<file path="src/rtl/cpu_multiply_pkg.sv">
// Shared types and operand-signedness helpers for the RV32M multiply pipeline.
package cpu_multiply_pkg;

    typedef enum logic [1:0] {
        MUL_LO  = 2'b00,
        MUL_HSS = 2'b01,
        MUL_HSU = 2'b10,
        MUL_HUU = 2'b11
    } mul_op_t;

    function automatic logic op1_signed(input mul_op_t op);
        return op != MUL_HUU;
    endfunction

    function automatic logic op2_signed(input mul_op_t op);
        return (op == MUL_LO) || (op == MUL_HSS);
    endfunction

    function automatic logic sel_high(input mul_op_t op);
        return op != MUL_LO;
    endfunction

endpackage

</file>
<file path="src/rtl/cpu_pipe_stage.sv">
// One pipeline slot: valid bit plus data word, loaded together under a shared enable.
module cpu_pipe_stage #(
    parameter int DATA_WIDTH = 8
) (
    input  logic                  clk,
    input  logic                  rst,
    input  logic                  en,
    input  logic                  flush,
    input  logic                  valid_d,
    input  logic [DATA_WIDTH-1:0] data_d,
    output logic                  valid_q,
    output logic [DATA_WIDTH-1:0] data_q
);

    // Flush overrides the enable so a stalled pipe can still be emptied.
    always_ff @(posedge clk or posedge rst) begin
        if (rst) begin
            valid_q <= 1'b0;
            data_q  <= '0;
        end else begin
            if (flush) begin
                valid_q <= 1'b0;
            end else if (en) begin
                valid_q <= valid_d;
            end
            if (en) begin
                data_q <= data_d;
            end
        end
    end

endmodule

</file>
<file path="src/rtl/cpu_multiply_pipe.sv">
// Fully pipelined RV32M multiplier (MUL/MULH/MULHSU/MULHU) with tag passthrough,
// global-advance backpressure and flush of in-flight operations.
module cpu_multiply_pipe
    import cpu_multiply_pkg::*;
#(
    parameter int WIDTH     = 32,
    parameter int STAGES    = 3,
    parameter int TAG_WIDTH = 5
) (
    input  logic                 i_clock,
    input  logic                 i_reset,
    input  logic                 i_flush,
    input  logic                 i_valid,
    output logic                 o_ready,
    input  mul_op_t              i_op,
    input  logic [WIDTH-1:0]     i_op1,
    input  logic [WIDTH-1:0]     i_op2,
    input  logic [TAG_WIDTH-1:0] i_tag,
    output logic                 o_valid,
    input  logic                 i_ready,
    output logic [WIDTH-1:0]     o_result,
    output logic [TAG_WIDTH-1:0] o_tag,
    output logic                 o_busy
);

    localparam int EXT_W  = WIDTH + 1;
    localparam int PROD_W = 2 * WIDTH + 2;
    localparam int CTL_W  = 2 + TAG_WIDTH;
    localparam int S1_W   = 2 * EXT_W + CTL_W;
    localparam int MID_W  = PROD_W + CTL_W;
    localparam int OUT_W  = WIDTH + TAG_WIDTH;
    localparam int NCHAIN = STAGES - 1;

    function automatic logic [WIDTH-1:0] select_result(input logic [PROD_W-1:0] p,
                                                       input mul_op_t           op);
        return sel_high(op) ? p[2*WIDTH-1:WIDTH] : p[WIDTH-1:0];
    endfunction

    logic adv;
    assign adv     = !o_valid || i_ready;
    assign o_ready = adv;

    // Operand extension: one extra bit makes every RV32M variant a signed multiply.
    logic signed [EXT_W-1:0] op1_ext;
    logic signed [EXT_W-1:0] op2_ext;
    logic [S1_W-1:0]         s1_d;
    logic [S1_W-1:0]         s1_q;
    logic                    s1_vld;

    assign op1_ext = {op1_signed(i_op) & i_op1[WIDTH-1], i_op1};
    assign op2_ext = {op2_signed(i_op) & i_op2[WIDTH-1], i_op2};
    assign s1_d    = {op1_ext, op2_ext, i_op, i_tag};

    cpu_pipe_stage #(.DATA_WIDTH(S1_W)) u_stage_ops (
        .clk     (i_clock),
        .rst     (i_reset),
        .en      (adv),
        .flush   (i_flush),
        .valid_d (i_valid),
        .data_d  (s1_d),
        .valid_q (s1_vld),
        .data_q  (s1_q)
    );

    // Multiply on registered operands; result feeds the product/delay chain.
    logic signed [EXT_W-1:0]  s1_op1;
    logic signed [EXT_W-1:0]  s1_op2;
    logic signed [PROD_W-1:0] mcand;
    logic signed [PROD_W-1:0] mplier;
    logic signed [PROD_W-1:0] prod;

    assign s1_op1 = s1_q[S1_W-1 -: EXT_W];
    assign s1_op2 = s1_q[S1_W-1-EXT_W -: EXT_W];
    assign mcand  = {{(PROD_W-EXT_W){s1_op1[EXT_W-1]}}, s1_op1};
    assign mplier = {{(PROD_W-EXT_W){s1_op2[EXT_W-1]}}, s1_op2};
    assign prod   = mcand * mplier;

    logic [MID_W-1:0] chain_q   [NCHAIN];
    logic             chain_vld [NCHAIN];

    assign chain_q[0]   = {prod, s1_q[CTL_W-1:0]};
    assign chain_vld[0] = s1_vld;

    // Product register and any extra delay stages; empty when STAGES == 2.
    generate
        for (genvar k = 1; k < NCHAIN; k++) begin : g_mid
            cpu_pipe_stage #(.DATA_WIDTH(MID_W)) u_stage_prod (
                .clk     (i_clock),
                .rst     (i_reset),
                .en      (adv),
                .flush   (i_flush),
                .valid_d (chain_vld[k-1]),
                .data_d  (chain_q[k-1]),
                .valid_q (chain_vld[k]),
                .data_q  (chain_q[k])
            );
        end
    endgenerate

    // Output stage: select the requested half of the product.
    logic [MID_W-1:0]     tail;
    logic [PROD_W-1:0]    tail_prod;
    mul_op_t              tail_op;
    logic [TAG_WIDTH-1:0] tail_tag;
    logic [OUT_W-1:0]     out_d;
    logic [OUT_W-1:0]     out_q;

    assign tail      = chain_q[NCHAIN-1];
    assign tail_prod = tail[MID_W-1 -: PROD_W];
    assign tail_op   = mul_op_t'(tail[TAG_WIDTH +: 2]);
    assign tail_tag  = tail[TAG_WIDTH-1:0];
    assign out_d     = {select_result(tail_prod, tail_op), tail_tag};

    cpu_pipe_stage #(.DATA_WIDTH(OUT_W)) u_stage_out (
        .clk     (i_clock),
        .rst     (i_reset),
        .en      (adv),
        .flush   (i_flush),
        .valid_d (chain_vld[NCHAIN-1]),
        .data_d  (out_d),
        .valid_q (o_valid),
        .data_q  (out_q)
    );

    assign o_result = out_q[OUT_W-1 -: WIDTH];
    assign o_tag    = out_q[TAG_WIDTH-1:0];

    always_comb begin
        o_busy = o_valid;
        for (int k = 0; k < NCHAIN; k++) begin
            o_busy = o_busy | chain_vld[k];
        end
    end

endmodule

</file>
<file path="config.mk">
export PLATFORM = sky130hd
export DESIGN_NAME = cpu_multiply_pipe
export DESIGN_NICKNAME = d
export VERILOG_FILES = /design/src/rtl/cpu_multiply_pkg.sv /design/src/rtl/cpu_pipe_stage.sv /design/src/rtl/cpu_multiply_pipe.sv
export SDC_FILE = /design/constraint.sdc
export NUM_CORES = 2
export LEC_CHECK = 0
export BUFFER_PORTS_ARGS = -buffer_cell sky130_fd_sc_hd__clkbuf_2
export CORE_ASPECT_RATIO = 1.75
export CORE_MARGIN = 2
export CORE_UTILIZATION = 65
export DETAILED_ROUTE_END_ITERATION = 16
export PLACE_DENSITY = 0.93
export RECOVER_POWER = 25
export REMOVE_ABC_BUFFERS = 1
export SKIP_LAST_GASP = 1
export SYNTH_ARGS = -nofsm -noshare
export SYNTH_HDL_FRONTEND = slang
export SYNTH_SLANG_ARGS = --single-unit
</file>
<file path="constraint.sdc">
create_clock -name i_clock -period 18.75 [get_ports i_clock]
set_input_delay 4.6875 -clock i_clock [delete_from_list [all_inputs] [get_ports i_clock]]
set_output_delay 4.6875 -clock i_clock [all_outputs]
set_load 0.02 [all_outputs]
</file>
==> impl_metrics.csv <==
group,metric,value,unit
synth,synthXorXnorAreaFrac,1.45,%
critical_path,endpoint_kind,"primary output",
min_path,min_to,"u_stage_ops.data_q[6]",
route,route.detailed.drc,0,
synth,synth-seq-area-share,10.2,%
sta,relSlewSlack,-319,%
sta,fmax,0.0978,GHz
synth,synthAdderAreaFrac,55.8,%
finish,post-route-util,68.5,%
cts,post_cts_buffers,0,
cts,cts_tree,"yes",
sta,finalSetupViolations,0,
flow_run,maxCapViolations,1,
synth,synthFlopType,"dfrtp_1",
global_routing,grt_overflow,0,
global_routing,antenna_found_initial,20,
finish,synthToLayoutAreaGrowth,4.08,%
die,die_h,353,um
synth,synth_top_family_by_area,"adder cells",
placement,gp_congestion,0.975,
die,ioPinCount,116,
cts,cts_inserted_buffers,17,
synth,synth-edff-count,0,
min_path,hold_start,"u_stage_ops.data_q[6]",
global_routing,track_usage,42.0,%
critical_path,max_stage_delay,410,ps
route,viasPerCell,6.29,
placement,hpwl,99900,um
global_routing,grt_start_max_net_pins,138,
die,dieArea,0.0717,mm2
cts,clk_path_buf_depth,2,
critical_path,reg2reg_depth,24,
sta,rsz0062_at_grt,"no",
global_routing,grt_pass1_vias,41500,
sta,hold_violations,0,
finish,nets,6198,
critical_path,cp_cell_sequence,"clkbuf_2 -> nor2b_4 -> inv_6 -> clkbuf_2",
route,first_iter_violations,4239,
synth,synth_top_area_cell,"fa_1",
cts,ctsResizeCount,0,
cts,clkSlewWorstSetupHoldPaths,80,ps
route,drtAntennaViolNets,0,
critical_path,cp.required,14060,ps
synth,syn_area,0.0452,mm2
synth,synth_compound_area_share,3.65,%
outcome,status,"finished with violations",
critical_path,reg2reg_from,"u_stage_ops.data_q[65]",
synth,syn_inst,4848,
sta,drv_slew,138,
min_path,hold_depth,2,
critical_path,crit_path_max_fanout,83,
synth,yosys.area_share.simple,16.7,%
route,drt-met1-wl,38200,um
critical_path,worstReg2RegEnd,"g_mid[1].u_stage_prod.data_q[69]",
route,firstDrtPassIters,10,
sta,finalCriticalPeriod,10220,ps
placement,io_buffer_count,115,
synth,avgSynthCellArea,9.31,um2
synth,yosys_warnings,0,
global_routing,grt_pass1_wl,222000,um
die,start_util,65.8,%
cts,cts.sinks,184,
sta,fin_skew,15.3,ps
cts,holdBufCountCts,0,
min_path,hold_path_class,"register to register",
route,drt_wl_total,139000,um
critical_path,rrSetupSlack,9420,ps
cts,clk_latency,460,ps
sta,fin_crit_sh,54.5,%
critical_path,critPathKind,"input pin to primary output",
critical_path,cpMostUsedCell,"clkbuf_2",
critical_path,crit_arrival,5530,ps
critical_path,critPathLaunchType,"input pin",
sta,worst_pin_slew,6260,ps
route,top_layer_used,"met5",
synth,ys_async_sr_fraction,100,%
route,via_count,36000,
critical_path,cp_top_family,"buffers and inverters",
placement,dp_slack,8540,ps
synth,synth_cell_types,63,
cts,cts_max_level,4,
synth,synthMuxAreaShare,0.732,%
synth,synth-seq-cells,184,
die,die_w,203,um
critical_path,path_buf_inv,3,
synth,synth_top_area_share,49.9,%
cts,root_buffer,"clkbuf_16",
sta,setup_ws,8530,ps
route,route.met2.wl,68300,um
route,wl_per_cell,24.3,um
critical_path,worst_path_max_delay_cell,"inv_6",
die,core,0.0686,mm2
finish,drive_gt1_share,5.15,%
synth,synth_area_leaders,"fa_1 50%, dfrtp_1 10%, inv_1 9.1%, and2_1 7.5%, nand2_1 7.3%",
outcome,violations,"max-capacitance violations, max-slew violations",
die,num_rows,127,
route,routed-wl-met3,16300,um
-- logic make-up after synthesis --
| family | count (synthesis) |
|---|---|
| adders and majority gates | 1337 |
| DFF | 184 |
| AOI/OAI and AO/OA | 273 |
| buffers and inverters | 1366 |
| and+or+nand+nor | 1580 |
| muxes | 33 |
| xor gates and xnor gates | 75 |
-- cell type report --
class,instances,area (um2)
Fill cell,4476,21700
Timing Repair Buffer,184,1090
Tap cell,903,1130
Inverter,1100,4140
Sequential cell,184,4620
Clock buffer,17,425
Antenna cell,25,62.6
Multi-Input combinational cell,3298,35400
Clock inverter,15,150
-- cells in the mapped netlist, types with 3 or more instances --
library cell  instances
a211oi_1              6
a21o_1               22
a21o_2                4
a21oi_1              95
a221oi_1              4
a31oi_1              12
and2_1              542
and3_1                8
buf_1                 3
clkbuf_1            258
dfrtp_1             184
fa_1               1125
ha_1                212
inv_1              1099
mux2i_1              33
nand2_1             880
nand2b_1             14
nand3_1              13
nand3b_1              3
nand4_1              10
nor2_1               55
nor2b_1              26
nor3_1                9
o211ai_1              5
o21a_1                7
o21ai_0              78
o21bai_1             11
o31ai_1               8
or3_1                 5
xnor2_1              50
xor2_1               25
-- per-layer routing --
layer | global-route usage, % | vias up
li1 | - | 13800
met5 | 0.755 | -
met2 | 67.2 | 3261
met3 | 14.9 | 1372
met1 | 42.9 | 17600
met4 | 37.5 | 4
-- worst max-delay path by stage --
stage / slack (ps) / from / end / cells after the start
2_1_floorplan: -1010 / i_ready / o_ready / 2
3_5_place_dp: 8540 / i_ready / o_ready / 4
6_report: 8530 / i_ready / o_ready / 4
4_1_cts: 8540 / i_ready / o_ready / 4
3_3_place_gp: 8550 / i_ready / o_ready / 4
5_1_grt: 8450 / i_reset / u_stage_ops.data_q[55] / 2
-- cell usage in the layout (no fill, tap or decap), types with 7 or more instances in the layout --
master     synthesis  layout
nor2_1            55      54
o21a_1             7       7
nand2_1          880     880
diode_2            0      25
inv_1           1099    1098
a21o_1            22      22
nand2b_1          14      14
and3_1             8       8
xor2_1            25      25
and2_1           542     542
o21ai_0           78      78
buf_4              2      69
a31oi_1           12      12
o21bai_1          11      11
xnor2_1           50      50
clkbuf_16          0      17
fa_1            1125    1125
nand4_1           10      10
clkbuf_2           0     114
o31ai_1            8       8
dfrtp_2            0      10
mux2i_1           33      33
a21oi_1           95      95
nand3_1           13      13
inv_6              0       7
nor3_1             9       9
ha_1             212     212
nor2b_1           26      25
dfrtp_1          184     174
-- registers in the layout, summed over array words and instances (netlist names) --
name	count
g_mid.u_stage_prod.data_q	71
g_mid.u_stage_prod.valid_q	1
u_stage_ops.data_q	73
u_stage_ops.valid_q	1
u_stage_out.data_q	37
u_stage_out.valid_q	1
-- through the flow --
stage               cell area, um2  TNS [ps]  instances  hold WS [ps]
floorplan                    44100     -1010       4582           438
global placement             46400         0       5669           449
detailed placement           46400         0       5669           456
CTS                          46900         0       5701           472
global route                 46900         0       5705           495
finish                       47000         0       5726           474
-- tightest hold or removal path, stage by stage (launching register included) --
cell	delay, ps
dfrtp_1	350
nand2_1	50
nand2_1	50
Power is left out: the tool's default activity adds up to more than one toggle a clock period on the data nets, which glitch-free logic cannot reach.
